`config.mk`:
```
export PLATFORM = sky130hd
export DESIGN_NAME = section3_controller
export DESIGN_NICKNAME = d
export VERILOG_FILES = /design/src/rtl/section3_controller.sv
export SDC_FILE = /design/constraint.sdc
export NUM_CORES = 1
export LEC_CHECK = 0
export ABC_AREA = 0
export BUFFER_PORTS_ARGS = -buffer_cell sky130_fd_sc_hd__buf_2
export CORE_MARGIN = 3
export CORE_UTILIZATION = 51
export CTS_CLUSTER_SIZE = 10
export DETAILED_ROUTE_END_ITERATION = 12
export PLACE_DENSITY = 0.86
export SETUP_SLACK_MARGIN = 0.1
export SLEW_MARGIN = 0
export SYNTH_ARGS = -nofsm -noshare
export SYNTH_HDL_FRONTEND = slang
export SYNTH_SLANG_ARGS = --single-unit
```
`constraint.sdc`:
```
create_clock -name CLK -period 1.95 [get_ports CLK]
set_input_delay 0.2925 -clock CLK [delete_from_list [all_inputs] [get_ports CLK]]
set_output_delay 0.2925 -clock CLK [all_outputs]
set_load 0.02 [all_outputs]
```
`src/rtl/section3_controller.sv`:
```
// section3_controller: control FSM for datapath_section3.
// Runs the m-loop (m=2, then load a1 from the upstream sub operand,
// hold_m=m+1, m=hold_m) until mout >= limit. It uses a start/done handshake
// to the top level and a valid/ready handshake to the sub producer.
// Optional feature: define SECTION3_ITER_COUNT_EN to add the iter_count
// output, which counts accepted sub transfers in the current run.
module section3_controller #(
  parameter int WIDTH          = 16,
  parameter int TIMEOUT_CYCLES = 255   // 0 disables the WAIT_SUB timeout
) (
  input  logic             CLK,
  input  logic             RST,
  input  logic             start,
  input  logic [WIDTH-1:0] limit,
  input  logic [WIDTH-1:0] mout,
  input  logic             sub_valid,
  output logic             sub_ready,
  output logic             CTRL3,
  output logic             CTRL4,
  output logic             CTRL5,
  output logic             CTRL8,
  output logic             CTRL9,
  output logic             busy,
  output logic             done,
  output logic             error
`ifdef SECTION3_ITER_COUNT_EN
  ,
  output logic [WIDTH-1:0] iter_count
`endif
);

  typedef enum logic [2:0] {
    S_IDLE, S_INIT_M, S_CHECK, S_WAIT_SUB, S_INC_M, S_STEP_M, S_DONE, S_ERR
  } state_e;

  // The wait counter only needs to reach TIMEOUT_CYCLES-1.
  localparam int CNT_W = (TIMEOUT_CYCLES > 1) ? $clog2(TIMEOUT_CYCLES) : 1;
  localparam logic [CNT_W-1:0] TIMEOUT_LAST =
    CNT_W'((TIMEOUT_CYCLES > 0) ? TIMEOUT_CYCLES - 1 : 0);

  state_e           state_q, state_d;
  logic [WIDTH-1:0] limit_q, limit_d;
  logic             error_q, error_d;
  logic [CNT_W-1:0] wait_cnt_q, wait_cnt_d;
  logic             xfer;

  // A sub operand is consumed only while the controller is waiting for it.
  assign xfer  = sub_valid && (state_q == S_WAIT_SUB);
  assign error = error_q;

  // State and control registers with synchronous active-high reset.
  // NOTE: sequential state uses non-blocking assignments so every register
  // samples pre-edge values, whatever order the simulator runs the blocks in.
  always_ff @(posedge CLK) begin
    if (RST) begin
      state_q    <= S_IDLE;
      limit_q    <= '0;
      error_q    <= 1'b0;
      wait_cnt_q <= '0;
    end else begin
      state_q    <= state_d;
      limit_q    <= limit_d;
      error_q    <= error_d;
      wait_cnt_q <= wait_cnt_d;
    end
  end

  // Next-state logic and state-decoded outputs; CTRL8 in WAIT_SUB follows sub_valid.
  // NOTE: every signal gets a default before the case, so no path can leave
  // one unassigned and infer a latch.
  always_comb begin
    state_d    = state_q;
    limit_d    = limit_q;
    error_d    = error_q;
    wait_cnt_d = '0;          // cleared in every state except WAIT_SUB
    sub_ready  = 1'b0;
    CTRL3      = 1'b0;
    CTRL4      = 1'b0;
    CTRL5      = 1'b0;
    CTRL8      = 1'b0;
    CTRL9      = 1'b0;
    done       = 1'b0;
    busy       = (state_q != S_IDLE);

    case (state_q)
      S_IDLE: begin
        if (start) begin
          limit_d = limit;
          error_d = 1'b0;
          state_d = S_INIT_M;
        end
      end
      S_INIT_M: begin
        // B=two drives both m and a1.
        CTRL3   = 1'b1;
        CTRL9   = 1'b1;
        CTRL4   = 1'b1;
        CTRL8   = 1'b1;
        state_d = S_CHECK;
      end
      S_CHECK: begin
        // Unsigned compare; mout already holds the last m write.
        if (mout >= limit_q) state_d = S_DONE;
        else                 state_d = S_WAIT_SUB;
      end
      S_WAIT_SUB: begin
        sub_ready = 1'b1;
        CTRL8     = sub_valid;   // a1 captures sub on the transfer edge
        if (xfer) begin
          state_d = S_INC_M;
        end else if ((TIMEOUT_CYCLES != 0) && (wait_cnt_q == TIMEOUT_LAST)) begin
          state_d = S_ERR;
        end else begin
          wait_cnt_d = wait_cnt_q + CNT_W'(1);
        end
      end
      S_INC_M: begin
        CTRL5   = 1'b1;
        state_d = S_STEP_M;
      end
      S_STEP_M: begin
        // CTRL3=0 selects B=hold_m into m.
        CTRL9   = 1'b1;
        state_d = S_CHECK;
      end
      S_DONE: begin
        done    = 1'b1;
        state_d = S_IDLE;
      end
      S_ERR: begin
        error_d = 1'b1;
        state_d = S_IDLE;
      end
      default: state_d = S_IDLE;
    endcase
  end

`ifdef SECTION3_ITER_COUNT_EN
  logic [WIDTH-1:0] iter_q, iter_d;

  assign iter_count = iter_q;

  // Count accepted sub transfers; restart on each accepted start.
  always_comb begin
    iter_d = iter_q;
    if (state_q == S_IDLE && start) iter_d = '0;
    else if (xfer)                  iter_d = iter_q + WIDTH'(1);
  end

  // Transfer counter register.
  always_ff @(posedge CLK) begin
    if (RST) iter_q <= '0;
    else     iter_q <= iter_d;
  end
`endif

endmodule

```
==> key figures, run 1 <==
Outcome
  • Outcome: completed

Clock network
  • Setup Fix Bufs, Post-CTS: 0
  • Reg clk slew, reported paths: 150 ps
  • Total CTS buffers: 3
  • CTS tree: yes
  • Clock root buffer master: clkbuf_4
  • Worst-Skew Late Latency: 330 ps
  • Sink Count: 28
  • Max Root-Sink Buffers: 2
  • CTS H-tree lvls: 1

Timing
  • Final setup vio count: 0
  • Fin. max-slew vios: 0
  • Worst-Margin Slew: 522.8 ps
  • Relative slew slack: 65.15%
  • Unrepaired setup endpoints after global routing: false
  • WHS: 177.4 ps
  • Fmax: 0.5979 GHz
  • Fraction of the cycle the final worst path needs: 85.77%
  • Hold Vio Cnt, Final: 0
  • Final Skew: 12.80 ps
  • Period minus WS final: 1673 ps
  • Post-Route Setup TNS: 0 ps

Synthesis
  • Cell area after synthesis: 1536 µm²
  • Mean Syn Cell Area: 7.799 µm²
  • EDFF count, synth: 0
  • Synth Net Count: 251
  • Simple-Gate Fraction of Synth Area: 22.80%
  • Synth Warn #: 0
  • Synth Flop Type: dfxtp_1
  • Post-synthesis mux area share: 0%
  • Sequential area share after synthesis: 36.48%
  • Post-synth cell types: 34
  • Top cell type's share of synthesized area: 36.48%
  • Largest family of logic cells by synthesized area: simple AND/OR/NAND/NOR gates
  • Adder-Cell Fraction of Synth Area: 14.66%
  • Synth Instances: 197
  • Synth Area in XOR/XNOR: 3.420%
  • Post-synth top area cell: dfxtp_1
  • Async set or reset register ratio after synthesis: 0%
  • Synth area leaders: dfxtp_1 36%, ha_1 15%, nand2_1 9.5%
  • Yosys reg bits: 28
  • Synth Area in Compound Gates: 14.41%

Critical path
  • CP endpoint kind: primary output
  • Startpoint Class: flop
  • Critical path type: flop to primary output
  • WP data required: 1660 ps
  • CP cell instances: and3b_1 -> a21o_1 -> buf_2
  • Slowest stage delay, CP: 480 ps
  • Worst-path fanout max: 9
  • WP data arrival: 1380 ps
  • CP max-delay cell: dfxtp_1

Detailed routing
  • Met2 Routed Length: 1446 µm
  • WL met1: 1290 µm
  • Final ANT Viol Nets: 0
  • Routed wire length: 2875 µm
  • Max Used Layer: met4
  • Via density: 5.071
  • DR iter-0 viols: 40
  • DRC Markers: 0
  • Via Count: 1,359
  • 1st-pass router iterations: 4
  • Met3 WL: 114 µm
  • Post-DR wirelength/cell: 10.73 µm

Min path
  • Hold/Removal Path Class: primary input to flop

Cells and area
  • N_diodes: 0
  • P&R area growth vs syn: 16.53%
  • Layout cells sized above 1: 21.94%
  • Fill cell count: 246
  • NumNets Final: 292

Floorplan
  • Core Region: 2805 µm²
  • Row count: 19
  • Height of the die: 60.89 µm
  • Die ar.: 3708 µm²
  • I/O Pins: 45
  • Starting Density: 54.77%
  • Die W: 60.89 µm

Pwr
  • Pint: 864.2 µW
  • Maximum VDD drop: 0.5261 mV
  • Pwr Density: 691.9 nW/µm²
  • Switch share: 30.24%
  • Psw: 374.6 µW
  • Leak: 0.0008088 µW
  • Clk pwr share: 22.4%
  • Sequential share of power: 52.0%
  • Part of the power in combinational logic: 25.6%

Global routing
  • First-pass GRT wire length: 4816 µm
  • Vias in the first global route: 1,224
  • Grt total ovfl: 0
  • Largest net degree at the start of global routing: 22
  • GRT Overall Usage: 17.06%
  • Initial antenna violation count: 0

Placed design
  • GP Congestion: 0.8414
  • Count of buffers from port buffering: 44
  • DP Wirelength: 2343 µm

Job
  • Max-Cap Viols: 0
[worst max-delay path, delay by kind of cell (launching register included)]
family | cells | cell delay, ps
flip-flops | 1 | 480
AO/OA/AOI/OAI | 1 | 130
buffers and inverters | 1 | 150
AND/OR/NAND/NOR | 1 | 280
[cell usage in the layout (no fill, tap or decap), types with 2 or more instances in the layout]
| master | count |
|---|---|
| dfxtp_1 | 26 |
| nor2_1 | 16 |
| nand3_1 | 4 |
| nand4_1 | 3 |
| o21ai_0 | 4 |
| ha_1 | 18 |
| o211ai_1 | 2 |
| clkbuf_4 | 3 |
| xnor2_1 | 3 |
| dfxtp_2 | 2 |
| inv_1 | 20 |
| nor2b_1 | 3 |
| a21o_1 | 2 |
| nand2_1 | 39 |
| a211oi_1 | 2 |
| nor3_1 | 2 |
| xor2_1 | 3 |
| buf_2 | 44 |
| and3b_1 | 2 |
| nand2b_1 | 2 |
| a21oi_1 | 24 |
[timing repair]
item	in CTS	in global routing
setup endpoints to repair	0	1
hold buffers	0	0
resized for setup	0	2
[layout make-up]
type                            count  area [µm²]  area share, %
Inverter                           20       75.07          4.193
Multi-Input combinational cell    140       849.6          47.45
Tap cell                           31       38.79          2.166
Clock buffer                        4       36.28          2.027
Timing Repair Buffer               45       227.7          12.72
Sequential cell                    28       563.0          31.45
[synthesized netlist by cell type, drive strengths merged (3+ instances only)]
cell and n:
xor2 3, buf 4, nor2 17, inv 20, nand2 39, dfxtp 28
nor2b 3, a21oi 24, nand4 3, ha 18, nand3 4, clkbuf 5
xnor2 3, o21ai 4
[registers in the layout (all words and copies together) (netlist names)]
register	flops
limit_q	16
wait_cnt_q	8
state_q	3
error	1
[power groups by stage]
stage          logic (µW)  registers, µW  clock network (µW)
2_1_floorplan         242            646                   0
3_3_place_gp          312            655                   0
3_5_place_dp          321            657                   0
4_1_cts               323            644                 286
5_1_grt               368            652                 306
6_report              317            645                 278
[cells by family (layout without fill, tap and decap cells)]
family	Yosys count	count (layout)
flops	28	28
compound gates	38	38
simple gates	78	78
xor+xnor	6	6
buf+inv	29	69
fa+ha+maj	18	18
[through the flow]
step           instance area [µm²]  power (µW)  setup slack [ps]  cells  utilization (%)
2_1_floorplan                 1536       887.7             174.2    197                -
3_3_place_gp                  1752       967.6             270.4    264            62.44
3_5_place_dp                  1752       978.2             229.1    264            62.44
4_1_cts                       1788        1253             175.6    268            63.74
5_1_grt                       1790        1325             136.9    268            63.83
6_report                      1790        1239             277.4    268            63.83
[path summary, 6_finish.rpt]
path,from,to,slack (ps),cells after the start
worst max-delay path,state_q[1]$_SDFFE_PP0P_,CTRL8,280,3
worst min-delay path,limit[11],limit_q[11]$_SDFFE_PP0P_,180,3
worst max register to register,limit_q[0]$_SDFFE_PP0P_,state_q[0]$_SDFFE_PP0P_,320,5
worst min register to register,limit_q[7]$_SDFFE_PP0P_,limit_q[7]$_SDFFE_PP0P_,460,2
[per-layer routing]
metal / track usage, % / up-vias
met4: 3.715 / 0
met5: 0 / -
met2: 29.92 / 20
met1: 20.96 / 605
li1: - / 730
met3: 4.468 / 4
Power figures use the tool's default switching activity.
==> run 2, diff against run 1 <==
CORE_UTILIZATION = 53   (was 51)
CTS_BUF_LIST = sky130_fd_sc_hd__clkbuf_8   (was not set)
PLACE_DENSITY = 0.88   (was 0.86)
==> run 2 against run 1 <==
Routed wire length rose by 15%. Fmax shrank 1.9%. Combinational power is 6.9% higher. Largest power group unchanged. Sequential cell count unchanged. Sequential power down 0.9%. Critical path depth unchanged.
==> key figures, run 2 (synthesized netlist as in run 1, its figures left out) <==
Detailed routing
  • DR iter-0 viols: 44 (+10%)
  • 1st-pass router iterations: 4 (unchanged)
  • Final ANT Viol Nets: 0 (unchanged)
  • Via density: 5.254 (+3.6%)
  • Via Count: 1,408 (+3.6%)
  • Post-DR wirelength/cell: 12.31 µm (+15%)
  • DRC Markers: 0 (unchanged)
  • Routed wire length: 3298 µm (+15%)

Pwr
  • Maximum VDD drop: 0.4530 mV (-14%)
  • Pwr Density: 786.3 nW/µm² (+14%)
  • Tot Pwr: 1438 µW (+16%)
  • Leak: 0.0008279 µW (+2.4%)

Timing
  • Setup ws final: 244.8 ps (-32.59 ps)
  • Fraction of the cycle the final worst path needs: 87.45% (+1.7 points)
  • Fin. max-slew vios: 0 (unchanged)
  • Fmax: 0.5864 GHz (-1.9%)
  • Relative slew slack: 61.86% (-3.3 points)
  • Hold Vio Cnt, Final: 0 (unchanged)
  • Final Skew: 3.354 ps (-9.442 ps)
  • Post-Route Setup TNS: 0 ps (unchanged)
  • Period minus WS final: 1705 ps (+32.59 ps)
  • Worst-Margin Slew: 572.2 ps (+49.35 ps)
  • Final setup vio count: 0 (unchanged)
  • Unrepaired setup endpoints after global routing: false

Floorplan
  • Die W: 59.84 µm (-1.7%)
  • Height of the die: 59.84 µm (-1.7%)
  • Starting Density: 58.81% (+4.0 points)
  • Row count: 18 (-1)
  • Die ar.: 3581 µm² (-3.4%)
  • I/O Pins: 45 (unchanged)
  • Core Region: 2613 µm² (-6.9%)

Placed design
  • GP Congestion: 0.8141 (-3.2%)
  • Place WS: 196.3 ps (-32.75 ps)
  • Placement Cell Area: 1758 µm² (+0.36%)
  • DP Wirelength: 2516 µm (+7.4%)
  • Count of buffers from port buffering: 44 (unchanged)

Cells and area
  • N_diodes: 0 (unchanged)
  • Fill cell count: 206 (-16%)
  • Layout Utilization: 70.02% (+6.2 points)
  • Most common cell after layout, fill and taps aside: buf_2
  • NumNets Final: 293 (+0.34%)
  • Max reg flops: 16 (unchanged)
  • P&R area growth vs syn: 19.06%
  • Biggest registers after layout: limit_q x16, wait_cnt_q x8, state_q x3
  • Layout cells sized above 1: 21.43% (-0.51 points)
  • Final Cell Area: 1829 µm² (+2.2%)
  • Largest Register: limit_q
  • Commonest cells after routing, fill and taps aside: 44 x buf_2, 39 x nand2_1, 28 x dfxtp_1

Critical path
  • Startpoint Class: flop
  • Buf/Inv on CP: 1 (unchanged)
  • RR Startpoint: limit_q[0]$_SDFFE_PP0P_
  • CP max-delay cell: dfxtp_1
  • Worst-path fanout max: 11 (+2)
  • Worst reg-to-reg setup slack: 270 ps (-50 ps)
  • WP data required: 1660 ps (about the same)
  • CP delay by family, top: flip-flops
  • Slowest stage delay, CP: 520 ps (+40 ps)
  • WP data arrival: 1410 ps (+30 ps)
  • CP cell instances: and3b_1 -> a21o_1 -> buf_2
  • Critical path type: flop to primary output
  • CP endpoint kind: primary output
  • Worst r2r path cells: 5 (unchanged)
  • Critical Path Start: state_q[2]$_SDFFE_PP0P_
  • Endpoint of the worst register-to-register path: state_q[0]$_SDFFE_PP0P_

Min path
  • Worst Hold Path EP: limit_q[3]$_SDFFE_PP0P_
  • Worst hold stages: 3 (unchanged)
  • Hold path start: limit[3]
  • Hold/Removal Path Class: primary input to flop

Global routing
  • Vias in the first global route: 1,283 (+4.8%)
  • First-pass GRT wire length: 5188 µm (+7.7%)
  • Initial antenna violation count: 0 (unchanged)
  • Largest net degree at the start of global routing: 22 (unchanged)
  • GRT Overall Usage: 18.99% (+1.9 points)
  • Grt total ovfl: 0 (unchanged)

Clock network
  • Max Root-Sink Buffers: 2 (unchanged)
  • CTS H-tree lvls: 1 (unchanged)
  • Hold buffers post-CTS: 0 (unchanged)
  • CTS resizes: 0 (unchanged)
  • CTS tree: yes
  • Clock root buffer master: clkbuf_8
  • Sink Count: 28 (unchanged)
  • Total CTS buffers: 3 (unchanged)
  • Reg clk slew, reported paths: 100 ps (-50 ps)
  • Worst-Skew Late Latency: 270 ps (-60 ps)
  • Setup Fix Bufs, Post-CTS: 0 (unchanged)

Job
  • Max-Cap Viols: 0 (unchanged)

Outcome
  • Outcome: completed
-- run 2: how the worst max path moves through the flow --
stage	slack, ps	cells past startpoint	to
final	240	3	CTRL8
after global routing	130	5	CTRL8
after floorplan	170	3	CTRL8
after global placement	270	7	state_q[0]$_SDFFE_PP0P_
after detailed placement	200	7	state_q[0]$_SDFFE_PP0P_
after CTS	240	5	CTRL8
-- run 2: cell type report --
type	instances	area [µm²]	area share [%]
Multi-Input combinational cell	140	849.6	46.44
Timing Repair Buffer	46	235.2	12.86
Inverter	20	75.07	4.104
Tap cell	30	37.54	2.052
Sequential cell	28	560.5	30.64
Clock buffer	3	41.29	2.257
Clock inverter	1	30.03	1.642
-- run 2: stage by stage --
step,instances,hold WS (ps)
after floorplan,197,428.5
after global placement,264,442.1
after detailed placement,264,447.9
after CTS,268,240.1
after global routing,268,242.1
final,268,242.7
-- run 2: worst min-delay path, stage by stage --
cell     delay [ps]
buf_2           100
nand2_1          40
a21oi_1          50
-- run 2: power breakdown --
group          leakage, µW  internal, µW  total [µW]  switching (µW)
Combinational     0.000564           141         339             198
Clock            0.0000357           275         460             185
Sequential        0.000228           612         639            27.3
-- run 2: routing by layer --
metal | GRT usage (%) | up-vias | wire (µm)
met3 | 2.808 | 10 | 168
met5 | 0 | - | 0
met2 | 32.87 | 43 | 1577
li1 | - | 736 | -
met4 | 9.494 | 0 | 87
met1 | 22.56 | 619 | 1464
